## config.mk

```make
export PLATFORM = sky130hd
export DESIGN_NAME = ex_hazard_fwd_ctrl
export DESIGN_NICKNAME = d
export VERILOG_FILES = /design/src/rtl/rv32i_types.sv /design/src/rtl/lo_scoreboard.sv /design/src/rtl/ex_hazard_fwd_ctrl.sv
export SDC_FILE = /design/constraint.sdc
export NUM_CORES = 1
export LEC_CHECK = 0
export BUFFER_PORTS_ARGS = -buffer_cell sky130_fd_sc_hd__buf_2
export CAP_MARGIN = 10
export CORE_ASPECT_RATIO = 1.25
export CORE_MARGIN = 10
export CORE_UTILIZATION = 50
export CTS_CLUSTER_DIAMETER = 150
export DETAILED_ROUTE_END_ITERATION = 10
export GPL_TIMING_DRIVEN = 0
export PLACE_DENSITY = 0.77
export SYNTH_ARGS = -nofsm -noshare
export SYNTH_HDL_FRONTEND = slang
export SYNTH_SLANG_ARGS = --single-unit
```

## constraint.sdc

```tcl
create_clock -name clk -period 4.7 [get_ports clk]
set_input_delay 0 -clock clk [delete_from_list [all_inputs] [get_ports clk]]
set_output_delay 0 -clock clk [all_outputs]
set_load 0.05 [all_outputs]
```

## src/rtl/rv32i_types.sv

```systemverilog
// Shared RV32I pipeline types: EX operand forwarding source encodings.
package rv32i_types;

    localparam int NSTAGES_DEF = 2;
    localparam int FWD_W       = $clog2(NSTAGES_DEF + 1);

    typedef logic [FWD_W-1:0] fwd_sel_t;

    localparam fwd_sel_t FWD_REGFILE = fwd_sel_t'(0);
    localparam fwd_sel_t FWD_EX_MEM  = fwd_sel_t'(1);
    localparam fwd_sel_t FWD_MEM_WB  = fwd_sel_t'(2);

endpackage

```

## src/rtl/lo_scoreboard.sv

```systemverilog
// Long-latency op scoreboard: per-register pending counts, total
// outstanding count, full flag and sticky protocol error.
module lo_scoreboard
    import rv32i_types::*;
#(
    parameter int REG_W    = 5,
    parameter int SB_DEPTH = 4
) (
    input  logic                    clk,
    input  logic                    rst,
    input  logic                    i_lo_issue,
    input  logic [REG_W-1:0]        i_lo_rd,
    input  logic                    i_lo_done,
    input  logic [REG_W-1:0]        i_lo_done_rd,
    output logic                    o_lo_full,
    output logic                    o_sb_err,
    output logic [(1<<REG_W)-1:0]   o_pend
);

    localparam int NREG = 1 << REG_W;
    localparam int CW   = $clog2(SB_DEPTH + 1);

    typedef logic [CW-1:0] cnt_t;

    localparam cnt_t DEPTH = cnt_t'(SB_DEPTH);

    cnt_t r_pend [NREG];
    cnt_t r_out;
    logic r_err;

    logic w_full;
    logic w_iss_ok;
    logic w_iss_err;
    logic w_dn_ok;
    logic w_dn_err;
    logic w_same;

    assign w_full    = (r_out == DEPTH);
    assign w_iss_ok  = i_lo_issue && (i_lo_rd != '0) && !w_full
                       && (r_pend[i_lo_rd] != DEPTH);
    assign w_iss_err = i_lo_issue && (i_lo_rd != '0) && !w_iss_ok;
    assign w_dn_ok   = i_lo_done && (r_pend[i_lo_done_rd] != '0);
    assign w_dn_err  = i_lo_done && !w_dn_ok;
    // Issue and done on the same register cancel out.
    assign w_same    = w_iss_ok && w_dn_ok && (i_lo_rd == i_lo_done_rd);

    always_ff @(posedge clk) begin
        if (rst) begin
            for (int r = 0; r < NREG; r++) begin
                r_pend[r] <= '0;
            end
            r_out <= '0;
            r_err <= 1'b0;
        end else begin
            if (w_iss_ok && !w_same) begin
                r_pend[i_lo_rd] <= r_pend[i_lo_rd] + cnt_t'(1);
            end
            if (w_dn_ok && !w_same) begin
                r_pend[i_lo_done_rd] <= r_pend[i_lo_done_rd] - cnt_t'(1);
            end
            if (w_iss_ok && !w_dn_ok) begin
                r_out <= r_out + cnt_t'(1);
            end else if (w_dn_ok && !w_iss_ok) begin
                r_out <= r_out - cnt_t'(1);
            end
            if (w_iss_err || w_dn_err) begin
                r_err <= 1'b1;
            end
        end
    end

    always_comb begin
        for (int r = 0; r < NREG; r++) begin
            o_pend[r] = (r_pend[r] != '0) && !rst;
        end
    end

    assign o_lo_full = w_full && !rst;
    assign o_sb_err  = r_err;

endmodule

```

## src/rtl/ex_hazard_fwd_ctrl.sv

```systemverilog
// EX-stage operand forwarding select, load-use / scoreboard stall
// and saturating stall-cycle counter.
module ex_hazard_fwd_ctrl
    import rv32i_types::*;
#(
    parameter int NSRC     = 2,
    parameter int NSTAGES  = 2,
    parameter int REG_W    = 5,
    parameter int SB_DEPTH = 4,
    parameter int PERF_W   = 32
) (
    input  logic                                        clk,
    input  logic                                        rst,
    input  logic                                        ex_valid,
    input  logic [NSRC-1:0][REG_W-1:0]                  ex_rs,
    input  logic [NSRC-1:0]                             ex_rs_used,
    input  logic [NSTAGES-1:0]                          stg_wr_en,
    input  logic [NSTAGES-1:0][REG_W-1:0]               stg_rd,
    input  logic [NSTAGES-1:0]                          stg_data_rdy,
    input  logic                                        lo_issue,
    input  logic [REG_W-1:0]                            lo_rd,
    input  logic                                        lo_done,
    input  logic [REG_W-1:0]                            lo_done_rd,
    output logic [NSRC-1:0][$clog2(NSTAGES+1)-1:0]      fwd_sel,
    output logic                                        stall,
    output logic                                        lo_full,
    output logic                                        sb_err,
    output logic [PERF_W-1:0]                           stall_cnt
);

    localparam int SW = $clog2(NSTAGES + 1);

    logic [(1<<REG_W)-1:0]  w_pend;
    logic [NSRC-1:0][SW-1:0] w_sel;
    logic                   w_stall;
    logic [PERF_W-1:0]      r_stall_cnt;

    lo_scoreboard #(
        .REG_W    (REG_W),
        .SB_DEPTH (SB_DEPTH)
    ) u_sb (
        .clk          (clk),
        .rst          (rst),
        .i_lo_issue   (lo_issue),
        .i_lo_rd      (lo_rd),
        .i_lo_done    (lo_done),
        .i_lo_done_rd (lo_done_rd),
        .o_lo_full    (lo_full),
        .o_sb_err     (sb_err),
        .o_pend       (w_pend)
    );

    always_comb begin
        logic hit;
        logic rdy;
        w_stall = 1'b0;
        hit     = 1'b0;
        rdy     = 1'b1;
        for (int i = 0; i < NSRC; i++) begin
            w_sel[i] = SW'(FWD_REGFILE);
            hit      = 1'b0;
            rdy      = 1'b1;
            if (ex_valid && ex_rs_used[i] && (ex_rs[i] != '0)) begin
                // Scan oldest to youngest so the youngest match wins.
                for (int k = NSTAGES - 1; k >= 0; k--) begin
                    if (stg_wr_en[k] && (stg_rd[k] == ex_rs[i])) begin
                        w_sel[i] = SW'(k + 1);
                        hit      = 1'b1;
                        rdy      = stg_data_rdy[k];
                    end
                end
                if (hit && !rdy) begin
                    w_stall = 1'b1;
                end
                if (!hit && w_pend[ex_rs[i]]) begin
                    w_stall = 1'b1;
                end
            end
        end
    end

    always_ff @(posedge clk) begin
        if (rst) begin
            r_stall_cnt <= '0;
        end else if (w_stall && (r_stall_cnt != '1)) begin
            r_stall_cnt <= r_stall_cnt + 1'b1;
        end
    end

    assign fwd_sel   = w_sel;
    assign stall     = w_stall;
    assign stall_cnt = r_stall_cnt;

endmodule

```

==> out/qor.csv <==
stage,metric,value,unit
global_route,first_global_vias,9123,
power_and_ir_drop,seqPwrFrac,39.6,%
synthesis,synth_edf_count,96,
detailed_routing,routedWlPerCell,28.2,um
critical_path,required,4850,ps
detailed_routing,drc_errors,0,
final_layout,final_util,58.4,%
die,start_util,51.2,%
final_layout,final_nets,1111,
critical_path,critPathKind,flop to flop,
timing,worstMarginPinSlew,1380,ps
global_route,antenna_found_initial,0,
detailed_routing,vias_per_cell,7.27,
placed_design,dp.final_hpwl,26100,um
global_route,busiest_layer,met2,
placed_design,place_ws,-1560,ps
timing,hold_violations,0,
run,cap_violations,0,
die,num_io_pins,80,
global_route,grt_pass1_wl,54100,um
detailed_routing,first_pass_iters,7,
clock_tree,clk-insertion-delay-late,440,ps
critical_path,rr_startpoint,u_sb.r_pend[26][0],
timing,maxSlewHeadroom,7.23,%
timing,drv_slew,0,
detailed_routing,first_iter_violations,1528,
clock_tree,htreeDepth,4,
synthesis,synth_seq_cells,132,
detailed_routing,routed_wl,36900,um
power_and_ir_drop,clockPowerShare,38.4,%
synthesis,ys_seq_area_share,37.3,%
power_and_ir_drop,combPwrFrac,22.0,%
final_layout,stdcell_count,1307,
worst_hold_path,holdCritStartpoint,lo_issue,
critical_path,cp-end-kind,flop,
die,chipHeight,175,um
critical_path,critPathLaunch,u_sb.r_pend[26][0],
clock_tree,cts_tree,built,
timing,finalSetupViolCount,5,
synthesis,ys.flop_type,edfxtp_1,
power_and_ir_drop,swShare,33.2,%
global_route,grt.total_usage,28.5,%
global_route,grt_overflow,0,
detailed_routing,antenna_left,0,
critical_path,path_cells,mux4_2 > a22oi_1 > nand4_1 > buf_2 > inv_1 > ha_1 > ha_1 > nor2b_1 > ha_1 > a31oi_1 > and2_1 > nand2_1 > nor2_1 > clkbuf_4 > nand2_1 > mux2i_1,
timing,fin_crit_sh,101,%
critical_path,cp_max_fo,10,
worst_hold_path,min_path_type,primary input to flop,
global_route,use_met3,11.7,%
global_route,global_route.usage.met2,42.8,%
die,die_w,144,um
synthesis,synthesis.area,0.00966,mm2
final_layout,diodes,0,
power_and_ir_drop,cellPowerDensity,309,mW/mm2
synthesis,yosys_warnings,0,
clock_tree,path_clk_slew,70,ps
critical_path,max_stage_delay,510,ps
die,coreArea,0.0188,mm2
die,rows,56,
placed_design,gp_congestion,1.09,
timing,skew,16.1,ps
power_and_ir_drop,p_sw,1.13,mW
critical_path,rrSetupSlack,-40,ps
run_status,violations,negative setup slack,
final_layout,drive_gt1_share,20.7,%
synthesis,avgSynthCellArea,9.97,um2
clock_tree,clock-sinks,132,
critical_path,critPathBufInv,3,
global_route,grt_max_degree,17,
critical_path,cp_data_arrival_time,4890,ps
critical_path,start_kind,flop,
placed_design,portBuffers,70,
timing,fmax,0.211,GHz
clock_tree,cts_buffer_depth,2,
timing,layout_setup_ws,-37.1,ps
power_and_ir_drop,worst_ir_drop_vdd,0.000277,V
clock_tree,cts_made_buffers,17,
detailed_routing,vias,9508,
power_and_ir_drop,internal-power,2.27,mW
die,die_area,0.0253,mm2
timing,layout_min_cycle_time,4740,ps
critical_path,path_delay_family,simple AND/OR/NAND/NOR gates,
run_status,status,"finished, violations left",
power_and_ir_drop,power.leakage,3.98,nW
clock_tree,root_buffer,clkbuf_16,
synthesis,netlist_instances,969,
final_layout,fillerInstances,1589,
synthesis,async_flop_share,0,%
synthesis,synth.distinct_cells,65,
synthesis,syn-num-nets,1018,
critical_path,crit_slowest_cell,mux4_2,
placed_design,dp.cells,1272,
final_layout,syn_to_final_growth,14.0,%
global_route,met1_usage,32.4,%
critical_path,crit_top_cell,ha_1,
==> layout make-up <==
cell class	instances	area [um2]	area share [%]
Tap cell	232	290	2.64
Multi-Input combinational cell	740	5700	51.7
Clock buffer	21	472	4.28
Inverter	11	41.3	0.375
Buffer	83	418	3.79
Sequential cell	132	3600	32.7
Timing Repair Buffer	77	405	3.68
Clock inverter	11	90.1	0.818
==> path summary, 6_finish.rpt <==
| path | endpoint | cells after the start |
|---|---|---|
| setup reg to reg | u_sb.r_pend[2][1] | 16 |
| hold reg to reg | u_sb.o_sb_err | 2 |
| setup / recovery | u_sb.r_pend[2][1] | 16 |
| hold / removal | u_sb.o_sb_err | 5 |
==> cells in the final DEF, fill, tap and decap left out, drive strengths merged, types with 8 or more instances in the layout <==
cell type / instances
xor2: 21
a221o: 23
nor3b: 10
or2: 8
clkbuf: 65
or4: 20
nor2b: 10
buf: 115
mux2i: 42
o31ai: 24
a22oi: 13
a211oi: 8
nand3: 77
dfxtp: 36
a21oi: 38
and3: 19
and2: 9
nor4: 16
inv: 18
or3: 14
edfxtp: 96
mux4: 55
nor2: 49
nand2: 80
o21ai: 68
nor3: 33
nand4: 16
xnor2: 8
a211o: 8
==> worst register-to-register path: cells and delay by family, from the launching register on <==
family / cells / cell delay, ps
muxes: 2 / 710
buffers and inverters: 3 / 780
and+or+nand+nor: 6 / 1440
DFF: 1 / 430
AOI/OAI and AO/OA: 2 / 550
adders and majority gates: 3 / 550
==> power by group through the flow <==
stage                     Clock [mW]  Combinational, mW  Sequential [mW]
after floorplan                    0              0.437             1.36
after global placement             0              0.688             1.36
after detailed placement           0              0.699             1.37
after CTS                       1.29              0.713             1.34
after global routing            1.34              0.772             1.35
final                           1.30              0.748             1.35
==> synthesized netlist by cell type, drive strengths merged, types with 2 or more instances <==
cell type / count / area (um2)
a2111oi: 3 / 26.3
a211o: 8 / 70.1
a211oi: 8 / 60.1
a21oi: 38 / 190
a221o: 23 / 230
a221oi: 5 / 50.0
a22o: 6 / 52.6
a22oi: 13 / 97.6
a31oi: 2 / 12.5
and2: 9 / 58.8
and3: 19 / 119
and3b: 4 / 35.0
and4: 3 / 26.3
buf: 41 / 235
clkbuf: 45 / 170
dfxtp: 36 / 721
edfxtp: 96 / 2880
ha: 7 / 87.6
inv: 11 / 41.3
mux2: 2 / 22.5
mux2i: 42 / 420
mux4: 55 / 1270
nand2: 80 / 300
nand2b: 7 / 43.8
nand3: 77 / 385
nand3b: 7 / 52.6
nand4: 16 / 100
nor2: 49 / 184
nor2b: 10 / 62.6
nor3: 33 / 165
nor3b: 10 / 86.3
nor4: 16 / 113
nor4b: 6 / 52.6
o2111ai: 2 / 17.5
o21ai: 68 / 340
o221ai: 2 / 17.5
o22ai: 6 / 43.8
o31ai: 24 / 180
or2: 8 / 50.1
or3: 14 / 87.6
or3b: 3 / 26.3
or4: 20 / 150
xnor2: 8 / 70.1
xor2: 21 / 184
==> kinds of logic (layout without fill, tap and decap cells) <==
kind of cell               Yosys count  count (layout)  synth area share [%]
xor gates and xnor gates            29              29                  2.63
AOI/OAI and AO/OA                  212             212                  14.7
muxes                               99              99                  17.8
buffers and inverters               97             203                  4.62
adders and majority gates            8               8                  1.11
and+or+nand+nor                    392             392                  21.8
DFF                                132             132                  37.3
==> state kept, by name, summed over array words and instances, names as in the netlist <==
name / flops
u_sb.r_pend: 96
u_sb.r_out: 3
stall_cnt: 32
u_sb.o_sb_err: 1
==> routing by layer <==
| metal | up-vias | part of all wire [%] |
|---|---|---|
| met4 | 0 | 7.6 |
| met1 | 4445 | 34 |
| li1 | 4016 | - |
| met2 | 827 | 44 |
| met3 | 220 | 14 |
| met5 | - | 0 |
==> stage by stage <==
step                      cell area (um2)  total power, mW  hold slack, ps  setup TNS (ps)
after floorplan                      9660             1.80             148               0
after CTS                           11000             3.34            86.4           -97.5
final                               11000             3.40            73.5            -131
after global routing                11000             3.46             116           -86.1
after detailed placement            10300             2.07             272         -177790
after global placement              10300             2.05             256         -179920
==> what timing repair did <==
item	CTS	global route
setup endpoints to repair	174	132
hold endpoints to repair	1	0
pin swaps	1	1
gates resized for setup	28	14
buffers inserted	1	4
hold buffers	1	0
Power figures use the tool's default switching activity.
